## config.mk

```make
export PLATFORM = sky130hd
export DESIGN_NAME = adder_arbiter_flat
export DESIGN_NICKNAME = d
export VERILOG_FILES = /design/src/rtl/adder_arbiter_if.sv /design/src/rtl/adder_arbiter.sv /design/src/flat_wrapper.sv
export SDC_FILE = /design/constraint.sdc
export NUM_CORES = 1
export LEC_CHECK = 0
export CAP_MARGIN = 5
export CORE_UTILIZATION = 42
export CTS_CLUSTER_SIZE = 28
export DETAILED_ROUTE_END_ITERATION = 12
export DONT_BUFFER_PORTS = 1
export GPL_ROUTABILITY_DRIVEN = 0
export PLACE_DENSITY_LB_ADDON = 0.12
export SYNTH_ARGS = -nofsm -noshare
export SYNTH_HDL_FRONTEND = slang
export SYNTH_SLANG_ARGS = --single-unit
```

## constraint.sdc

```tcl
create_clock -name clk -period 8.8 [get_ports clk]
set_clock_uncertainty 0.15 [all_clocks]
set_input_delay 1.76 -clock clk [delete_from_list [all_inputs] [get_ports clk]]
set_output_delay 1.76 -clock clk [all_outputs]
set_load 0.03 [all_outputs]
```

## src/rtl/adder_arbiter_if.sv

```systemverilog
`default_nettype none
// =============================================================================
// Module   : adder_arbiter_if
// Purpose  : Requester and response handshake bundle for adder_arbiter.
// Revision : 1.0 - initial release
// =============================================================================
interface adder_arbiter_if #(
    parameter int N = 8,
    parameter int R = 4
);
    localparam int IDW = $clog2(R);

    logic [R-1:0]   req_valid;
    logic [R*N-1:0] req_a;
    logic [R*N-1:0] req_b;
    logic [R-1:0]   req_ready;
    logic           rsp_valid;
    logic [N:0]     rsp_sum;
    logic [IDW-1:0] rsp_id;
    logic           rsp_ready;

    modport master (
        output req_valid, req_a, req_b, rsp_ready,
        input  req_ready, rsp_valid, rsp_sum, rsp_id
    );

    modport slave (
        input  req_valid, req_a, req_b, rsp_ready,
        output req_ready, rsp_valid, rsp_sum, rsp_id
    );
endinterface
`default_nettype wire

```

## src/rtl/adder_arbiter.sv

```systemverilog
`default_nettype none
// =============================================================================
// Module   : adder_arbiter
// Purpose  : Round-robin arbiter sharing one N-bit adder among R requesters,
//            with a single registered, backpressured response port.
// Build    : define ADDER_ARB_FIXED_PRIO_EN for fixed lowest-index priority.
// Revision : 1.0 - initial release
// =============================================================================
module adder_arbiter #(
    parameter int N = 8,
    parameter int R = 4
) (
    input  logic           clk,
    input  logic           rst_n,
    adder_arbiter_if.slave bus
);
    localparam int             IDW = $clog2(R);
    localparam logic [IDW:0]   c_R = (IDW+1)'(R);

    typedef enum logic [0:0] {
        S_EMPTY = 1'b0,
        S_FULL  = 1'b1
    } state_t;

    state_t         r_state;
    state_t         w_state_nxt;
    logic [IDW-1:0] w_ptr;
    logic [IDW-1:0] w_win_idx;
    logic           w_any;
    logic           w_accept;
    logic           w_xfer;
    logic [R-1:0]   w_grant;
    logic [N-1:0]   w_a;
    logic [N-1:0]   w_b;
    logic [N:0]     w_sum;
    logic [N:0]     r_sum;
    logic [IDW-1:0] r_id;

    // Search ptr, ptr+1, ... modulo R; first valid requester wins.
    always_comb begin
        logic [IDW:0] v_cand;
        w_any     = 1'b0;
        w_win_idx = '0;
        v_cand    = '0;
        for (int k = 0; k < R; k++) begin
            v_cand = {1'b0, w_ptr} + k[IDW:0];
            if (v_cand >= c_R) begin
                v_cand = v_cand - c_R;
            end
            if (!w_any && bus.req_valid[v_cand[IDW-1:0]]) begin
                w_any     = 1'b1;
                w_win_idx = v_cand[IDW-1:0];
            end
        end
    end

    always_comb begin
        w_a = '0;
        w_b = '0;
        for (int i = 0; i < R; i++) begin
            if (w_win_idx == i[IDW-1:0]) begin
                w_a = bus.req_a[i*N +: N];
                w_b = bus.req_b[i*N +: N];
            end
        end
    end

    assign w_sum = {1'b0, w_a} + {1'b0, w_b};

    always_ff @(posedge clk or negedge rst_n) begin
        if (!rst_n) begin
            r_state <= S_EMPTY;
        end else begin
            r_state <= w_state_nxt;
        end
    end

    // Grant is gated by rst_n so req_ready is 0 throughout reset.
    always_comb begin
        w_state_nxt = r_state;
        w_accept    = 1'b0;
        w_grant     = '0;
        case (r_state)
            S_EMPTY: w_accept = 1'b1;
            S_FULL:  w_accept = bus.rsp_ready;
            default: w_accept = 1'b0;
        endcase
        if (rst_n && w_accept && w_any) begin
            w_grant[w_win_idx] = 1'b1;
        end
        w_xfer = |w_grant;
        if (w_xfer) begin
            w_state_nxt = S_FULL;
        end else if ((r_state == S_FULL) && bus.rsp_ready) begin
            w_state_nxt = S_EMPTY;
        end
    end

`ifdef ADDER_ARB_FIXED_PRIO_EN
    assign w_ptr = '0;
`else
    localparam logic [IDW-1:0] c_LAST = IDW'(R - 1);
    logic [IDW-1:0] r_ptr;

    always_ff @(posedge clk or negedge rst_n) begin
        if (!rst_n) begin
            r_ptr <= '0;
        end else if (w_xfer) begin
            r_ptr <= (w_win_idx == c_LAST) ? '0 : w_win_idx + 1'b1;
        end
    end

    assign w_ptr = r_ptr;
`endif

    always_ff @(posedge clk or negedge rst_n) begin
        if (!rst_n) begin
            r_sum <= '0;
            r_id  <= '0;
        end else if (w_xfer) begin
            r_sum <= w_sum;
            r_id  <= w_win_idx;
        end
    end

    assign bus.req_ready = w_grant;
    assign bus.rsp_valid = (r_state == S_FULL);
    assign bus.rsp_sum   = r_sum;
    assign bus.rsp_id    = r_id;
endmodule
`default_nettype wire

```

## src/flat_wrapper.sv

```systemverilog
// flat-port wrapper written by rule: the top's interface ports become plain ports
module adder_arbiter_flat 
#(
    parameter int N = 8,
    parameter int R = 4
)
  (clk, rst_n, bus_req_valid, bus_req_a, bus_req_b, bus_rsp_ready, bus_req_ready, bus_rsp_valid, bus_rsp_sum, bus_rsp_id);
  adder_arbiter_if #(.N(N), .R(R)) bus_i ();
  input  logic clk;
  input  logic rst_n;
  input wire logic [$bits(bus_i.req_valid)-1:0] bus_req_valid;
  input wire logic [$bits(bus_i.req_a)-1:0] bus_req_a;
  input wire logic [$bits(bus_i.req_b)-1:0] bus_req_b;
  input wire logic [$bits(bus_i.rsp_ready)-1:0] bus_rsp_ready;
  output wire logic [$bits(bus_i.req_ready)-1:0] bus_req_ready;
  output wire logic [$bits(bus_i.rsp_valid)-1:0] bus_rsp_valid;
  output wire logic [$bits(bus_i.rsp_sum)-1:0] bus_rsp_sum;
  output wire logic [$bits(bus_i.rsp_id)-1:0] bus_rsp_id;
  assign bus_i.req_valid = bus_req_valid;
  assign bus_i.req_a = bus_req_a;
  assign bus_i.req_b = bus_req_b;
  assign bus_i.rsp_ready = bus_rsp_ready;
  assign bus_req_ready = bus_i.req_ready;
  assign bus_rsp_valid = bus_i.rsp_valid;
  assign bus_rsp_sum = bus_i.rsp_sum;
  assign bus_rsp_id = bus_i.rsp_id;
  adder_arbiter #(.N(N), .R(R)) u_core (.clk(clk), .rst_n(rst_n), .bus(bus_i));
endmodule
```

==> run metrics <==
initial antenna violation count=0; final slew viol count=0; share of total power in the clock network=5.2%; Final #Nets=255; Detailed Route Iter0 Violations=57; vias in the first global route=between 1000 and 1500; worst slew margin relative to its limit=~30%; combined area of the multi-input logic cells=roughly 1100 um^2; area share of the largest cell type after synthesis=a little under a quarter; worst ir drop on vdd=between 0.1 and 0.15 mV; actual transition at the worst max-transition pin=1050 ps; CTS clk-pin slew, worst paths=approximately 80 ps; layout-stage area growth over the synthesis result=1.67%; peak fanout along the critical path=20; fraction of synthesis flops using an asynchronous set or reset pin=100%; Worst EP required=just under 9000 ps; share of the cycle needed by the critical path after routing=slightly below 70%; buffers from clock root to sink, at most=2; number of cells produced by synthesis=178; final hold violations=0; total CTS buffers=3; global route total overflow=0; Die Span X=61.8 um; total nets after synthesis=262; sequential cell area in the final layout=~350 um^2; WL per Instance=about 17 um; Sink Count=14; Resized Gates After CTS=0; GRT Resource Usage Total=approximately a fifth; count of warnings emitted by yosys=0; global-route wire length before repair=roughly 5500 um; Post-synth EDFFs=0; sw frac=52.1%; chain of cells forming the critical path=mux2_2, o221ai_1, inv_1, ha_1, nor2b_1, a221oi_1, o31ai_1, ha_1, a211o_1, a2111o_1, a2111o_1, o211ai_1; number of top-level design ports=87; netlist area before placement=between 1500 and 2000 um^2; number of rows in the core area=21; cell count after placement=212; clock tree from TritonCTS=yes; Power Dens Cells=about 440 nW/um^2; total net switching power=0.000347 W; Clock Latency Late Sink=270 ps; RSZ-0062 raised after global routing=false; most used standard cell by instance count after synthesis=sky130_fd_sc_hd__nand2_1; Worst setup EP type=flop; slowest stage cell, crit path=sky130_fd_sc_hd__nor2b_1; antenna cell count=0; sequential share of power=a little over a quarter; top_reg_cell synth=sky130_fd_sc_hd__dfrtp_1; Root Buffer=sky130_fd_sc_hd__clkbuf_4; Total Wirelength=between 3000 and 4000 um; pin count of the biggest net entering global routing=35; Post-Synthesis Mean Instance Area=between 8 and 9 um^2; Die Area=~3800 um^2; remaining routing DRC violations=0; Crit path arrival time=6030 ps; final standard cell count with taps included and fillers excluded=roughly 220; final worst-path setup slack=around 2800 ps; outcome=completed; reported leakage power=between 0.6 and 0.7 nW; vias per cell=6.20; library cell with the largest summed area after synthesis=sky130_fd_sc_hd__dfrtp_1; Core Footprint=3390 um^2; final worst path period need=between 5000 and 6000 ps; starting density of the core=between 40 and 50%; Setup TNS Final=0 ps; length of the first detailed-routing pass in iterations=4; worst hold-check path type=reg -> reg; antenna-violating nets left=0; internal power component=roughly 0.00032 W; type of element launching the critical path=primary input; cts-stage hold buffer count=0; dpl hpwl=2950 um; number of buffer cells added on primary ports=0; number of max-cap violations=0; share of synthesized area occupied by flip-flops and latches=23.4%; total of endpoints with negative setup slack in the final report=0; via count=1332; deepest level of the CTS H-tree=1; number of setup buffers added after CTS=0; layout cell share with drive strength beyond 1=~6.5%; category of the most critical setup path=in -> reg; ranking of synthesized cells by instance count=25 x sky130_fd_sc_hd__nand2_1, 16 x sky130_fd_sc_hd__nor2b_1, 16 x sky130_fd_sc_hd__o31ai_1, 15 x sky130_fd_sc_hd__a221oi_1, 14 x sky130_fd_sc_hd__dfrtp_1; unique cell type count in the Yosys netlist=roughly 40; flop and latch count out of synthesis=14; post-placement setup slack=2590 ps; fill cell instance count of the final layout=between 300 and 400; Chip Height=61.8 um; delay of the slowest critical-path stage=~900 ps; top area cells in the synthesized netlist=sky130_fd_sc_hd__dfrtp_1 23%, sky130_fd_sc_hd__ha_1 10%, sky130_fd_sc_hd__a221oi_1 8.8%; achievable frequency=~170 MHz; Gate power share=a little under 70%
[layer usage]
layer | track usage [%] | wire, um | up-vias
li1 | - | - | 658
met1 | 27.7 | 1710 | 600
met2 | 29.5 | 1630 | 72
met3 | 2.28 | 311 | 2
met4 | 8.25 | 27 | 0
met5 | 0 | 0 | -
[final timing paths]
kind                            slack (ps)                   startpoint  cells past startpoint                           endpoint
min in group asynchronous             1020                        rst_n                      0   u_core.bus.rsp_valid$_DFFE_PN0P_
worst max register to register        3750  u_core.r_ptr[1]$_DFFE_PN0P_                     12  u_core.bus.rsp_sum[7]$_DFFE_PN0P_
worst min-delay path                   460  u_core.r_ptr[0]$_DFFE_PN0P_                      2        u_core.r_ptr[0]$_DFFE_PN0P_
worst max-delay path                  2820             bus_req_valid[1]                     12  u_core.bus.rsp_sum[7]$_DFFE_PN0P_
worst min register to register         460  u_core.r_ptr[0]$_DFFE_PN0P_                      2        u_core.r_ptr[0]$_DFFE_PN0P_
max in group asynchronous             7400                        rst_n                      0  u_core.bus.rsp_sum[6]$_DFFE_PN0P_
[logic make-up (layout without fill, tap and decap cells)]
group / count (synthesis) / after routing / share of synthesized area, %
AO/OA/AOI/OAI: 64 / 64 / 32.0
XOR/XNOR: 3 / 3 / 1.75
adder cells (fa/ha/maj): 13 / 13 / 11.3
buffers and inverters: 18 / 9 / 5.17
flip-flops: 14 / 14 / 23.4
multiplexers: 6 / 6 / 5.42
AND/OR/NAND/NOR: 60 / 60 / 20.9
[worst max-delay path: cells and delay by family]
| kind | cells | cell delay [ps] |
|---|---|---|
| buffers and inverters | 1 | 120 |
| AO/OA/AOI/OAI | 7 | 2220 |
| AND/OR/NAND/NOR | 1 | 900 |
| multiplexers | 1 | 240 |
| adder cells (fa/ha/maj) | 2 | 780 |
[cell usage in the layout, fill, tap and decap left out, types with 2 or more instances in the layout]
| master | synthesis | routed |
|---|---|---|
| sky130_fd_sc_hd__mux2_4 | 4 | 4 |
| sky130_fd_sc_hd__and2_1 | 4 | 4 |
| sky130_fd_sc_hd__a211oi_1 | 2 | 2 |
| sky130_fd_sc_hd__and3_1 | 2 | 2 |
| sky130_fd_sc_hd__inv_1 | 6 | 6 |
| sky130_fd_sc_hd__ha_1 | 12 | 12 |
| sky130_fd_sc_hd__clkbuf_4 | 0 | 3 |
| sky130_fd_sc_hd__o21ai_1 | 2 | 2 |
| sky130_fd_sc_hd__nor2b_1 | 16 | 16 |
| sky130_fd_sc_hd__a2111o_1 | 2 | 2 |
| sky130_fd_sc_hd__a21oi_1 | 9 | 9 |
| sky130_fd_sc_hd__a21o_1 | 4 | 4 |
| sky130_fd_sc_hd__a221oi_1 | 15 | 15 |
| sky130_fd_sc_hd__nand2_1 | 25 | 25 |
| sky130_fd_sc_hd__o31ai_1 | 16 | 16 |
| sky130_fd_sc_hd__nand2b_1 | 2 | 2 |
| sky130_fd_sc_hd__or4_1 | 2 | 2 |
| sky130_fd_sc_hd__o211ai_1 | 2 | 2 |
| sky130_fd_sc_hd__dfrtp_1 | 14 | 14 |
| sky130_fd_sc_hd__nor2_1 | 4 | 4 |
| sky130_fd_sc_hd__xor2_1 | 2 | 2 |
| sky130_fd_sc_hd__o21ai_0 | 4 | 4 |
[cell type report]
cell class              count  share of cell area [%]
clock buffers               3                    1.48
inverters                   6                    1.48
multi-input cells         146                    70.3
flip-flops and latches     14                    23.0
well taps                  46                    3.77
[metrics by stage]
stage	total power [W]	cell area, um^2	util (%)	hold slack [ps]
floorplan	0.000550	1500	-	384
global placement	0.000622	1500	44.3	413
detailed placement	0.000631	1500	44.3	444
CTS	0.000670	1530	45.0	460
global route	0.000732	1530	45.0	505
finish	0.000665	1530	45.0	463
[state kept, by name, indices dropped and copies added (netlist names)]
signal and cells:
u_core.bus.rsp_id 2, u_core.bus.rsp_sum 9, u_core.bus.rsp_valid 1, u_core.r_ptr 2
[power by group through the flow]
stage,clock network [W],registers [W],logic [W]
after floorplan,0,0.000167,0.000383
after global placement,0,0.000174,0.000448
after detailed placement,0,0.000175,0.000456
after CTS,0.0000368,0.000174,0.000459
after global routing,0.0000394,0.000178,0.000515
final,0.0000347,0.000173,0.000458
No activity file was read; power rests on OpenSTA's default activity.
